File: src/rtl/bp_pkg.sv
// Shared encodings and saturating next-value helper for the branch predictor table.
package bp_pkg;

    // 2-bit counter encodings
    localparam logic [1:0] SNT = 2'd0;
    localparam logic [1:0] WNT = 2'd1;
    localparam logic [1:0] WT  = 2'd2;
    localparam logic [1:0] ST  = 2'd3;

    // Saturating step of a counter whose maximum value is ctr_max.
    // Computed at 32 bits so any CTR_W below 32 can share it.
    function automatic logic [31:0] sat_next(input logic [31:0] ctr,
                                             input logic [31:0] ctr_max,
                                             input logic        taken);
        logic [31:0] nxt;
        nxt = ctr;
        if (taken) begin
            if (ctr != ctr_max) nxt = ctr + 32'd1;
        end else begin
            if (ctr != 32'd0) nxt = ctr - 32'd1;
        end
        return nxt;
    endfunction

endpackage

File: src/rtl/bp_sat_counter.sv
// Next-value logic of one saturating direction counter (no storage).
module bp_sat_counter
    import bp_pkg::*;
#(
    parameter int CTR_W = 2
) (
    input  logic [CTR_W-1:0] ctr,
    input  logic             taken,
    output logic [CTR_W-1:0] nxt
);

    localparam logic [31:0] CTR_MAX = (32'd1 << CTR_W) - 32'd1;

    logic [31:0] nxt_wide;

    // Increment on taken, decrement otherwise, clamped at both ends
    always_comb begin
        nxt_wide = sat_next(32'(ctr), CTR_MAX, taken);
        nxt      = nxt_wide[CTR_W-1:0];
    end

endmodule

File: src/rtl/branch_predictor_table.sv
// Table of ENTRIES saturating direction counters indexed by PC.
// Combinational predict port, registered update port, no read/write bypass.
// Optional gshare indexing enabled by defining BP_GSHARE_EN.
module branch_predictor_table
    import bp_pkg::*;
#(
    parameter int ENTRIES = 64,
    parameter int CTR_W   = 2,
    parameter int HIST_W  = 6,
    localparam int IDX_W  = $clog2(ENTRIES)
) (
    input  logic             clk,
    input  logic             reset_n,
    input  logic [31:0]      pred_pc,
    output logic             pred_taken,
    output logic [IDX_W-1:0] pred_idx,
    output logic [CTR_W-1:0] pred_ctr,
    input  logic             upd_valid,
    input  logic [IDX_W-1:0] upd_idx,
    input  logic             upd_taken
);

    // Elaboration-time sanity on the parameter set
    if (ENTRIES < 2 || (1 << IDX_W) != ENTRIES) begin : g_bad_entries
        $error("ENTRIES must be a power of two, at least 2");
    end
    if (CTR_W < 1 || CTR_W > 31) begin : g_bad_ctr_w
        $error("CTR_W must be between 1 and 31");
    end
    if (HIST_W < 1 || HIST_W > IDX_W) begin : g_bad_hist_w
        $error("HIST_W must be between 1 and IDX_W");
    end

    logic [CTR_W-1:0] ctr_q [ENTRIES];
    logic [CTR_W-1:0] upd_cur;
    logic [CTR_W-1:0] upd_nxt;
    logic [IDX_W-1:0] pc_idx;

    // PC bits outside the index slice carry no information for the table
    logic unused_pc;
    assign unused_pc = ^{pred_pc[31:IDX_W+2], pred_pc[1:0]};

    assign pc_idx = pred_pc[IDX_W+1:2];

`ifdef BP_GSHARE_EN
    logic [HIST_W-1:0] ghr_q;

    // Global history: shift in each resolved outcome, oldest bit falls off
    always_ff @(posedge clk or negedge reset_n) begin
        if (!reset_n) begin
            ghr_q <= '0;
        end else if (upd_valid) begin
            if (HIST_W == 1) ghr_q <= HIST_W'(upd_taken);
            else             ghr_q <= HIST_W'({ghr_q, upd_taken});
        end
    end

    assign pred_idx = pc_idx ^ IDX_W'(ghr_q);
`else
    assign pred_idx = pc_idx;
`endif

    // Predict read: old value on a same-cycle update, no bypass
    always_comb begin
        pred_ctr   = ctr_q[pred_idx];
        pred_taken = pred_ctr[CTR_W-1];
    end

    // Single next-value unit shared by the update path
    assign upd_cur = ctr_q[upd_idx];

    bp_sat_counter #(.CTR_W(CTR_W)) u_sat (
        .ctr   (upd_cur),
        .taken (upd_taken),
        .nxt   (upd_nxt)
    );

    // Counter storage: flop array so reset clears every entry at once
    always_ff @(posedge clk or negedge reset_n) begin
        if (!reset_n) begin
            for (int i = 0; i < ENTRIES; i++) ctr_q[i] <= '0;
        end else if (upd_valid) begin
            for (int i = 0; i < ENTRIES; i++) begin
                if (upd_idx == IDX_W'(i)) ctr_q[i] <= upd_nxt;
            end
        end
    end

endmodule

File: config.mk
export PLATFORM = sky130hd
export DESIGN_NAME = branch_predictor_table
export DESIGN_NICKNAME = d
export VERILOG_FILES = /design/src/rtl/bp_pkg.sv /design/src/rtl/bp_sat_counter.sv /design/src/rtl/branch_predictor_table.sv
export SDC_FILE = /design/constraint.sdc
export NUM_CORES = 1
export LEC_CHECK = 0
export BUFFER_PORTS_ARGS = -buffer_cell sky130_fd_sc_hd__buf_2
export CAP_MARGIN = 20
export CORE_UTILIZATION = 61
export DETAILED_ROUTE_END_ITERATION = 8
export PLACE_DENSITY = 0.84
export SETUP_SLACK_MARGIN = 0.02
export SLEW_MARGIN = 10
export SYNTH_ARGS = -nofsm -noshare
export SYNTH_HDL_FRONTEND = slang
export SYNTH_HIERARCHICAL = 1
export SYNTH_SLANG_ARGS = --single-unit
File: constraint.sdc
create_clock -name clk -period 3.3 [get_ports clk]
set_input_delay 0.165 -clock clk [delete_from_list [all_inputs] [get_ports clk]]
set_output_delay 0.165 -clock clk [all_outputs]
set_load 0.01 [all_outputs]
==> key figures <==
Outcome
  – Status: complete, but fails checks
  – Failing checks: DRC

Clock tree
  – Sink Count: around 130
  – H-Tree Depth: 4
  – Clock Tree Buf Depth: 2
  – CTS-repair resized insts: 0
  – Clk root buf: clkbuf_16
  – Clock transition at path regs: ~0.060 ns
  – TritonCTS clock tree: yes
  – Cts bufs inserted: 17
  – Worst-skew pair later-pin latency: roughly 0.42 ns
  – Hold-fix buffers at CTS: 1
  – Post-CTS setup buffers: 0

Floorplanning
  – Floorplan die height: ~110 um
  – Row count: 39
  – Starting Density: 63.57%
  – Core Region: between 0.01 and 0.015 mm^2
  – Io pins: between 50 and 60
  – Chip width: roughly 110 um
  – Die area: roughly 0.012 mm^2

Placement
  – Number of port buffers: 24
  – Inst Count DP: 679
  – GP Congestion: just over 0.9
  – Post-detail-place hpwl: 12.80 mm

STA
  – Final Setup Violations: 0
  – Post-route minimum period: a little under 3 ns
  – Actual slew at the worst max-slew pin: slightly above 1 ns
  – RSZ-0062 raised after global routing: false
  – TNS Setup: 0 ns
  – Period utilization: between 80% and 90%
  – Max Fclk: 337.1 MHz
  – Final Max Tran Viols: 0
  – Max Clock Skew: ~0.0075 ns
  – Final hold violation count: 0
  – Relative slew slack: about 30%

Finish
  – Largest regs: ctr_q (128)
  – Layout cell share with drive strength beyond 1: 44.64%
  – Nets: roughly 600
  – Syn-to-layout area delta: 11.20%
  – Fill cell count: about 740
  – Ant. Diodes: 0
  – Fin cells: between 700 and 800
  – Max reg flops: 128
  – Biggest register: ctr_q

Routing
  – Average via count per standard cell: around 7.2
  – Overall routed net length: around 19 mm
  – DRT iter0 DRCs: around 630
  – Detail Route Antenna Nets: 0
  – Via count: ~5100
  – Detailed Routing Iterations Pass 1: 9
  – DRC viols: 4
  – WL per Instance: 26.11 um

Global route
  – Largest net degree at the start of global routing: between 60 and 70
  – Global-route wire length before repair: approximately 30 mm
  – Gr usage total: about a third
  – Initial antenna violation count: 0
  – Vias in the first global route: around 5300
  – GRT overflow: 0

Logic synthesis
  – Yosys top cell by area: dfrtp_1
  – Synthesized area: about 0.0074 mm^2
  – Synth Instances: approximately 550
  – Sequential area share after synthesis: about 44%
  – Syn Nets: between 500 and 600
  – Synth top area share: 43.57%
  – Avg Inst Size Synth: ~13 um^2
  – Syn. warnings: 6
  – Count of distinct cell types in the synthesized netlist: 38
  – FF+latch count, synth: ~130
  – Synth top area cells: dfrtp_1, mux2_2, mux4_2, mux4_1, nand2_1

Power
  – Worst vdd ir: approximately 0.36 mV
  – Pwr/cell area: 539.1 mW/mm^2
  – Static Leak: about 0.0037 uW

Critical path
  – CP max FO: 25
  – Crit-path max cell delay: roughly 0.53 ns
  – Req. time, crit path: 3.60 ns
  – Worst reg2reg path depth: 7
  – CP Launch Type: flip-flop
  – Crit path max-delay cell type: mux4_1
  – Worst Setup End Kind: flip-flop
  – Arrival time worst endpoint: 3.27 ns
  – R2r endpoint: ctr_q[80]
  – Crit-path cells: mux4_1, a22oi_1, a211oi_1, or4_1, maj3_2, buf_12, mux2_2
  – Critical path class: flip-flop to flip-flop
  – Worst reg2reg path startpoint: ctr_q[107]
  – Reg2reg setup slack: between 0.3 and 0.4 ns

Hold path
  – Hold crit path type: input pin to asynchronous set/reset pin

Flow run
  – Max-Cap Viols: 0
==> power by group <==
part	switching [uW]	leakage (uW)	internal, uW
Clock	670	0.000291	1260
Combinational	327	0.00162	321
Sequential	113	0.00174	1710
==> cells in the final DEF, fill, tap and decap left out, types with 3 or more instances in the layout <==
| cell | n |
|---|---|
| a211oi_1 | 4 |
| a21oi_1 | 6 |
| a22oi_1 | 22 |
| buf_12 | 4 |
| buf_2 | 23 |
| buf_4 | 12 |
| bufinv_16 | 3 |
| clkbuf_16 | 17 |
| clkbuf_8 | 4 |
| clkinvlp_4 | 4 |
| dfrtp_1 | 128 |
| mux2_2 | 130 |
| mux2i_1 | 4 |
| mux4_1 | 12 |
| mux4_2 | 50 |
| nand2_1 | 49 |
| nand2b_1 | 9 |
| nand3_1 | 6 |
| nand3b_1 | 4 |
| nor2_1 | 30 |
| nor2b_1 | 9 |
| nor3_1 | 4 |
| o22ai_1 | 4 |
==> per-layer routing <==
metal	part of all wire, %	GRT usage (%)	wire length (um)
met3	10	9.200	1852
met2	49	50.68	9021
met1	38	42.43	6972
met4	4.0	15.32	745
met5	0	0	0
==> how the worst max path moves through the flow <==
stage               startpoint    endpoint  cells past startpoint
floorplan           upd_idx[1]   ctr_q[10]                     10
global placement    upd_idx[0]  ctr_q[112]                      9
detailed placement  upd_idx[0]   ctr_q[48]                      9
CTS                 ctr_q[107]   ctr_q[48]                      7
global route        ctr_q[109]  ctr_q[112]                      7
finish              ctr_q[107]   ctr_q[80]                      7
==> critical path, delay by kind of cell (launching register included) <==
family	cells	cell delay (ns)
flip-flops	1	0.41
multiplexers	2	0.81
AND/OR/NAND/NOR	1	0.52
buffers and inverters	1	0.22
AO/OA/AOI/OAI	2	0.39
adder cells (fa/ha/maj)	1	0.48
==> synthesized netlist by cell type, drive strengths merged <==
master and n:
mux2 130, dfrtp 128, mux4 62, nand2 49, nor2 30, clkbuf 27
buf 25, a22oi 22, nand2b 9, nor2b 9, a21oi 6, nand3 6
a211oi 4, mux2i 4, nand3b 4, nor3 4, o22ai 4, a2111oi 2
a32o 2, and2 2, and3 2, maj3 2, nand4b 2, nor3b 2
o21ai 2, o311ai 2, or2 2, or4 2, clkinv 1, inv 1
nor4 1, or3b 1
==> area by class of cell <==
cell class                      count  area, um^2  area share (%)
Timing Repair Buffer               40       295.3           3.612
Multi-Input combinational cell    367        3872           47.37
Sequential cell                   128        3203           39.18
Clock buffer                       23       488.0           5.969
Tap cell                          143       178.9           2.189
Inverter                            2       7.507         0.09183
Clock inverter                      9       130.1           1.592
==> metrics by stage <==
stage	area, um^2	hold slack [ns]	setup slack [ns]	power, uW	utilization (%)
global route	8175	0.3877	0.2863	4557	70.69
CTS	8175	0.3536	0.3813	4412	70.69
detailed placement	7547	0.3209	0.2231	2474	65.26
global placement	7547	0.3060	0.2664	2436	65.26
finish	8175	0.3757	0.3337	4407	70.69
floorplan	7352	-0.1306	0.3678	2254	-
==> kinds of logic after synthesis <==
family | after synthesis | synth area share, %
adders and majority gates | 2 | 0.3063
DFF | 128 | 43.57
muxes | 196 | 40.06
buffers and inverters | 54 | 3.761
and+or+nand+nor | 125 | 8.016
AOI/OAI and AO/OA | 44 | 4.289
Note: power is estimated with default switching activity, not from simulation.
